<file path="src/rtl/lfsr_pkg.sv">
// Shared LFSR definitions: default widths, sequencer states and the Galois step.
package lfsr_pkg;

  localparam int LFSR_W    = 16;
  localparam int CNT_W_DEF = 16;

  typedef logic [LFSR_W-1:0] lfsr_t;

  typedef enum logic [1:0] {
    ST_IDLE = 2'd0,
    ST_RUN  = 2'd1,
    ST_FIN  = 2'd2
  } state_e;

  // Galois step with MSB feedback: shift left, XOR taps in when the MSB falls out.
  function automatic lfsr_t lfsr_next(input lfsr_t s, input lfsr_t taps);
    lfsr_t shifted;
    shifted   = {s[LFSR_W-2:0], 1'b0};
    lfsr_next = s[LFSR_W-1] ? (shifted ^ taps) : shifted;
  endfunction

endpackage

</file>
<file path="src/rtl/lfsr_core.sv">
// Galois LFSR register: load captures seed and taps, step advances by one state.
// Single-cycle update; no flow control of its own, the sequencer gates step.
module lfsr_core
  import lfsr_pkg::*;
#(
  parameter int WIDTH = LFSR_W
) (
  input  logic             clk,
  input  logic             reset,
  input  logic             load,
  input  logic             step,
  input  logic [WIDTH-1:0] seed,
  input  logic [WIDTH-1:0] taps,
  output logic [WIDTH-1:0] state
);

  logic [WIDTH-1:0] state_q, state_d;
  logic [WIDTH-1:0] taps_q, taps_d;
  logic [WIDTH-1:0] step_val;

  if (WIDTH == LFSR_W) begin : g_pkg_step
    assign step_val = lfsr_next(state_q, taps_q);
  end else begin : g_gen_step
    assign step_val = state_q[WIDTH-1] ? ({state_q[WIDTH-2:0], 1'b0} ^ taps_q)
                                       : {state_q[WIDTH-2:0], 1'b0};
  end

  always_comb begin
    state_d = state_q;
    taps_d  = taps_q;
    if (load) begin
      state_d = seed;
      taps_d  = taps;
    end else if (step) begin
      state_d = step_val;
    end
  end

  always_ff @(posedge clk or posedge reset) begin
    if (reset) begin
      state_q <= '0;
      taps_q  <= '0;
    end else begin
      state_q <= state_d;
      taps_q  <= taps_d;
    end
  end

  assign state = state_q;

endmodule

</file>
<file path="src/rtl/lfsr_seq.sv">
// Command-driven LFSR pattern sequencer: first beat one cycle after accept, done one cycle after last beat.
// Output is valid/ready; out_data holds while stalled, only abort or reset drops valid without a handshake.
module lfsr_seq
  import lfsr_pkg::*;
#(
  parameter int WIDTH = LFSR_W,
  parameter int CNT_W = CNT_W_DEF
) (
  input  logic             clk,
  input  logic             reset,
  input  logic             cmd_valid,
  output logic             cmd_ready,
  input  logic [WIDTH-1:0] cmd_taps,
  input  logic [WIDTH-1:0] cmd_seed,
  input  logic [CNT_W-1:0] cmd_count,
  input  logic             abort,
  output logic             out_valid,
  input  logic             out_ready,
  output logic [WIDTH-1:0] out_data,
  output logic             busy,
  output logic             done,
  output logic             err,
  output logic [CNT_W-1:0] beats_left
);

  state_e           state_q, state_d;
  logic [CNT_W-1:0] cnt_q, cnt_d;
  logic             err_q, err_d;
  logic             lfsr_load;
  logic             lfsr_step;
  logic             reject;

  assign reject = (cmd_count == '0) || (cmd_seed == '0);

  always_comb begin
    state_d   = state_q;
    cnt_d     = cnt_q;
    err_d     = err_q;
    lfsr_load = 1'b0;
    lfsr_step = 1'b0;
    unique case (state_q)
      ST_IDLE: begin
        if (cmd_valid) begin
          lfsr_load = 1'b1;
          err_d     = (cmd_seed == '0) && (cmd_count != '0);
          if (reject) begin
            state_d = ST_FIN;
            cnt_d   = '0;
          end else begin
            state_d = ST_RUN;
            cnt_d   = cmd_count;
          end
        end
      end
      ST_RUN: begin
        // Abort wins over a same-cycle handshake, so that beat is never counted.
        if (abort) begin
          state_d = ST_FIN;
          err_d   = 1'b0;
        end else if (out_ready) begin
          lfsr_step = 1'b1;
          cnt_d     = cnt_q - CNT_W'(1);
          if (cnt_q == CNT_W'(1)) begin
            state_d = ST_FIN;
          end
        end
      end
      ST_FIN: begin
        state_d = ST_IDLE;
      end
      default: begin
        state_d = ST_IDLE;
      end
    endcase
  end

  always_ff @(posedge clk or posedge reset) begin
    if (reset) begin
      state_q <= ST_IDLE;
      cnt_q   <= '0;
      err_q   <= 1'b0;
    end else begin
      state_q <= state_d;
      cnt_q   <= cnt_d;
      err_q   <= err_d;
    end
  end

  lfsr_core #(
    .WIDTH(WIDTH)
  ) u_core (
    .clk   (clk),
    .reset (reset),
    .load  (lfsr_load),
    .step  (lfsr_step),
    .seed  (cmd_seed),
    .taps  (cmd_taps),
    .state (out_data)
  );

  assign cmd_ready  = (state_q == ST_IDLE);
  assign out_valid  = (state_q == ST_RUN);
  assign busy       = (state_q == ST_RUN);
  assign done       = (state_q == ST_FIN);
  assign err        = err_q;
  assign beats_left = cnt_q;

endmodule
</file>
<file path="config.mk">
export PLATFORM = sky130hd
export DESIGN_NAME = lfsr_seq
export DESIGN_NICKNAME = d
export VERILOG_FILES = /design/src/rtl/lfsr_pkg.sv /design/src/rtl/lfsr_core.sv /design/src/rtl/lfsr_seq.sv
export SDC_FILE = /design/constraint.sdc
export NUM_CORES = 1
export LEC_CHECK = 0
export CORE_UTILIZATION = 48
export CTS_BUF_LIST = sky130_fd_sc_hd__clkbuf_8
export DETAILED_ROUTE_END_ITERATION = 7
export HOLD_SLACK_MARGIN = 0.03
export PLACE_DENSITY = 0.84
export SLEW_MARGIN = 25
export SYNTH_ARGS = -nofsm -noshare
export SYNTH_HDL_FRONTEND = slang
export SYNTH_HIERARCHICAL = 1
export SYNTH_SLANG_ARGS = --single-unit
</file>
<file path="constraint.sdc">
create_clock -name clk -period 1.86 [get_ports clk]
set_input_delay 0.465 -clock clk [delete_from_list [all_inputs] [get_ports clk]]
set_output_delay 0.465 -clock clk [all_outputs]
set_load 0.01 [all_outputs]
</file>
==> impl_results.md <==
- Netlist cell types: 53
- Die Height: 79.6 um
- Ys Warns: 6
- Setup violations, final: 3
- Fin. Hold Viols: 0
- Crit share post-route: 104%
- Post-synthesis cell count: 278
- Status: finished, violations left
- Worst path required time: 2050 ps
- Initial antenna violation count: 0
- Switching share of power: 39.2%
- FMAX: 0.519 GHz
- Max-slew headroom: 69.7%
- Hold Buf Count CTS: 0
- Final setup skew: 7.76 ps
- Number of enable flip-flop cells after synthesis: 0
- Count leader, synth: dfrtp_1
- Core Box Area: 5640 um2
- Main synth FF type: dfrtp_1
- Placed inst area: 4200 um2
- Sequential area share after synthesis: 44.1%
- GRT Overall Usage: 30.4%
- Design area: 4580 um2
- Clk slew on worst S/H paths: 100 ps
- Post-route ant nets: 0
- Most instantiated cells after synthesis: dfrtp_1, nand2_1, a21oi_1
- Pwr dens: 1550 nW/um2
- CTS tree: built
- Combinational share of power: 55.7%
- Vias/cell: 6.07
- Io pins: 90
- Initial drt markers: 368
- HPWL after detailed placement: 6410 um
- Largest net degree at the start of global routing: 33
- Yosys top cell area share: 44.1%
- Clock Path Buffers: 2
- P_sw: 2.78 mW
- Final net count: 485
- Horiz. Die Dim: 79.6 um
- Area growth syn-to-layout: 58.5%
- Grt total ovfl: 0
- H-Tree Depth: 2
- Port Buf Inserts: 89
- Max cap viols: 0
- Actual slew at the worst max-slew pin: 450 ps
- Syn Std Cell Area: 2890 um2
- Clk root buf: clkbuf_8
- Int Pwr: 4.32 mW
- CTS Buf Count: 5
- Max-slew violation count: 0
- Crit path kind: reg -> reg
- Later-pin clock latency in the skew report: 310 ps
- Clock Sinks: 51
- Vias in the first global route: 2981
- First-pass GRT wire length: 14500 um
- Total Routed Length: 10100 um
- Slack of the critical path: -66.0 ps
- Crit path max fanout: 8
- Worst path arrival time: 2120 ps
- Clock share of power: 13.1%
- GPL Wtd Cong: 0.910
- Number of diodes: 0
- Wire per inst: 20.0 um
- Synth Register Bits: 51
- Dpl ws: -482 ps
- Synth top area cells: dfrtp_1, mux2_2, xor2_1
- Largest area contributor in the netlist: dfrtp_1
- Crit path time final: 1930 ps
- Die area: 6340 um2
- Max IR drop VDD: 912 uV
- Syn Nets: 333
- Failing checks: negative setup slack
- Pre-antenna DRT Iters: 5
- Min-Delay Path Class: in -> reg
- Residual DRC: 0
- Synthesized area per cell: 10.4 um2
- Lkg Pwr: 2.05 nW
- Register share of total power: 31.2%
- Starting Density: 51.3%
- Vias: 3052
- Row Count: 27
- Share of layout cells above drive strength 1: 32.3%
- Reg2Reg Setup Slack: -70 ps
- Crit path launch type: flop
- Crit. End Element: flop
- Share of synthesized flip-flops with an asynchronous set or reset: 100%
==> routing by layer <==
layer / vias up / part of all wire, % / global-route usage, %
met3: 59 / 7.0 / 6.29
met5: - / 0 / 0
met1: 1472 / 39 / 38.1
li1: 1333 / - / -
met2: 188 / 49 / 49.9
met4: 0 / 4.9 / 14.4
==> what timing repair did <==
item	in CTS	in global routing
pin swaps	12	8
cloned	1	2
gates resized for setup	44	30
buffers inserted	9	3
setup endpoints to repair	40	42
==> cells by family (layout without fill, tap and decap cells) <==
family / Yosys count / count (layout) / share of synthesized area [%]
and+or+nand+nor: 96 / 96 / 21.6
xor gates and xnor gates: 14 / 14 / 4.24
adders and majority gates: 2 / 2 / 0.865
buffers and inverters: 26 / 179 / 5.75
muxes: 16 / 16 / 6.23
DFF: 51 / 51 / 44.1
AOI/OAI and AO/OA: 73 / 73 / 17.2
==> final timing paths <==
path                                  start          endpoint  cells after the start
max in group asynchronous             reset   u_core/state[8]                      3
max reg2reg                   beats_left[5]    beats_left[12]                      4
max                           beats_left[5]    beats_left[12]                      4
min                               cmd_valid        state_q[1]                      3
min in group asynchronous             reset        state_q[1]                      3
min reg2reg                u_core/taps_q[5]  u_core/taps_q[5]                      1
==> critical path, cell delays in order (launching register included) <==
cell and delay [ps]:
dfrtp_1 470, nor4_1 460, and3_1 400, a21oi_1 120
a221o_1 360
==> final cells by class <==
| class | count | area, um2 |
|---|---|---|
| clock buffer | 5 | 68.8 |
| clock inverter | 3 | 67.6 |
| fill | 312 | 1060 |
| inverter | 10 | 45.0 |
| multi-input combinational | 201 | 1550 |
| sequential | 51 | 1280 |
| tap | 72 | 90.1 |
| timing repair buffer | 161 | 1480 |
==> cells in the final DEF, fill, tap and decap left out, types with 3 or more instances in the layout <==
cell type,instances
nand3_1,3
nor3b_1,7
nand2_1,23
inv_1,7
dfrtp_2,5
a21oi_1,17
a31oi_1,5
nand2b_1,4
dfrtp_1,46
nor2_1,10
dlymetal6s2s_1,7
nor3b_2,10
a221o_1,10
clkdlybuf4s50_1,57
mux2_2,16
a32o_1,3
xor2_1,14
buf_4,65
clkbuf_8,5
buf_6,3
and3_1,3
o21ai_0,10
nor4_2,9
o21ai_1,13
nor3_1,4
dlygate4sd2_1,23
==> power by group through the flow <==
stage	Sequential [mW]	Combinational, mW	Clock, mW
after floorplan	2.25	1.84	0
after global placement	2.14	3.43	0
after detailed placement	2.17	3.54	0
after CTS	2.15	3.74	0.933
after global routing	2.26	4.22	0.983
final	2.22	3.96	0.934
==> stage by stage <==
stage          setup TNS (ps)  utilization (%)  cells  hold slack (ps)  total power [mW]
5_1_grt                 -17.6             81.2    503              490              7.46
3_3_place_gp           -16840             74.5    481              490              5.57
6_report                 -132             81.2    503              478              7.11
3_5_place_dp           -17610             74.5    481              496              5.72
2_1_floorplan               0                -    278              416              4.09
4_1_cts                 -36.1             79.5    499              512              6.82
==> registers in the layout, indices dropped and copies added, names as in the netlist <==
| register | flops |
|---|---|
| err | 1 |
| state_q | 2 |
| u_core/taps_q | 16 |
| beats_left | 16 |
| u_core/state | 16 |
Power figures use the tool's default switching activity.
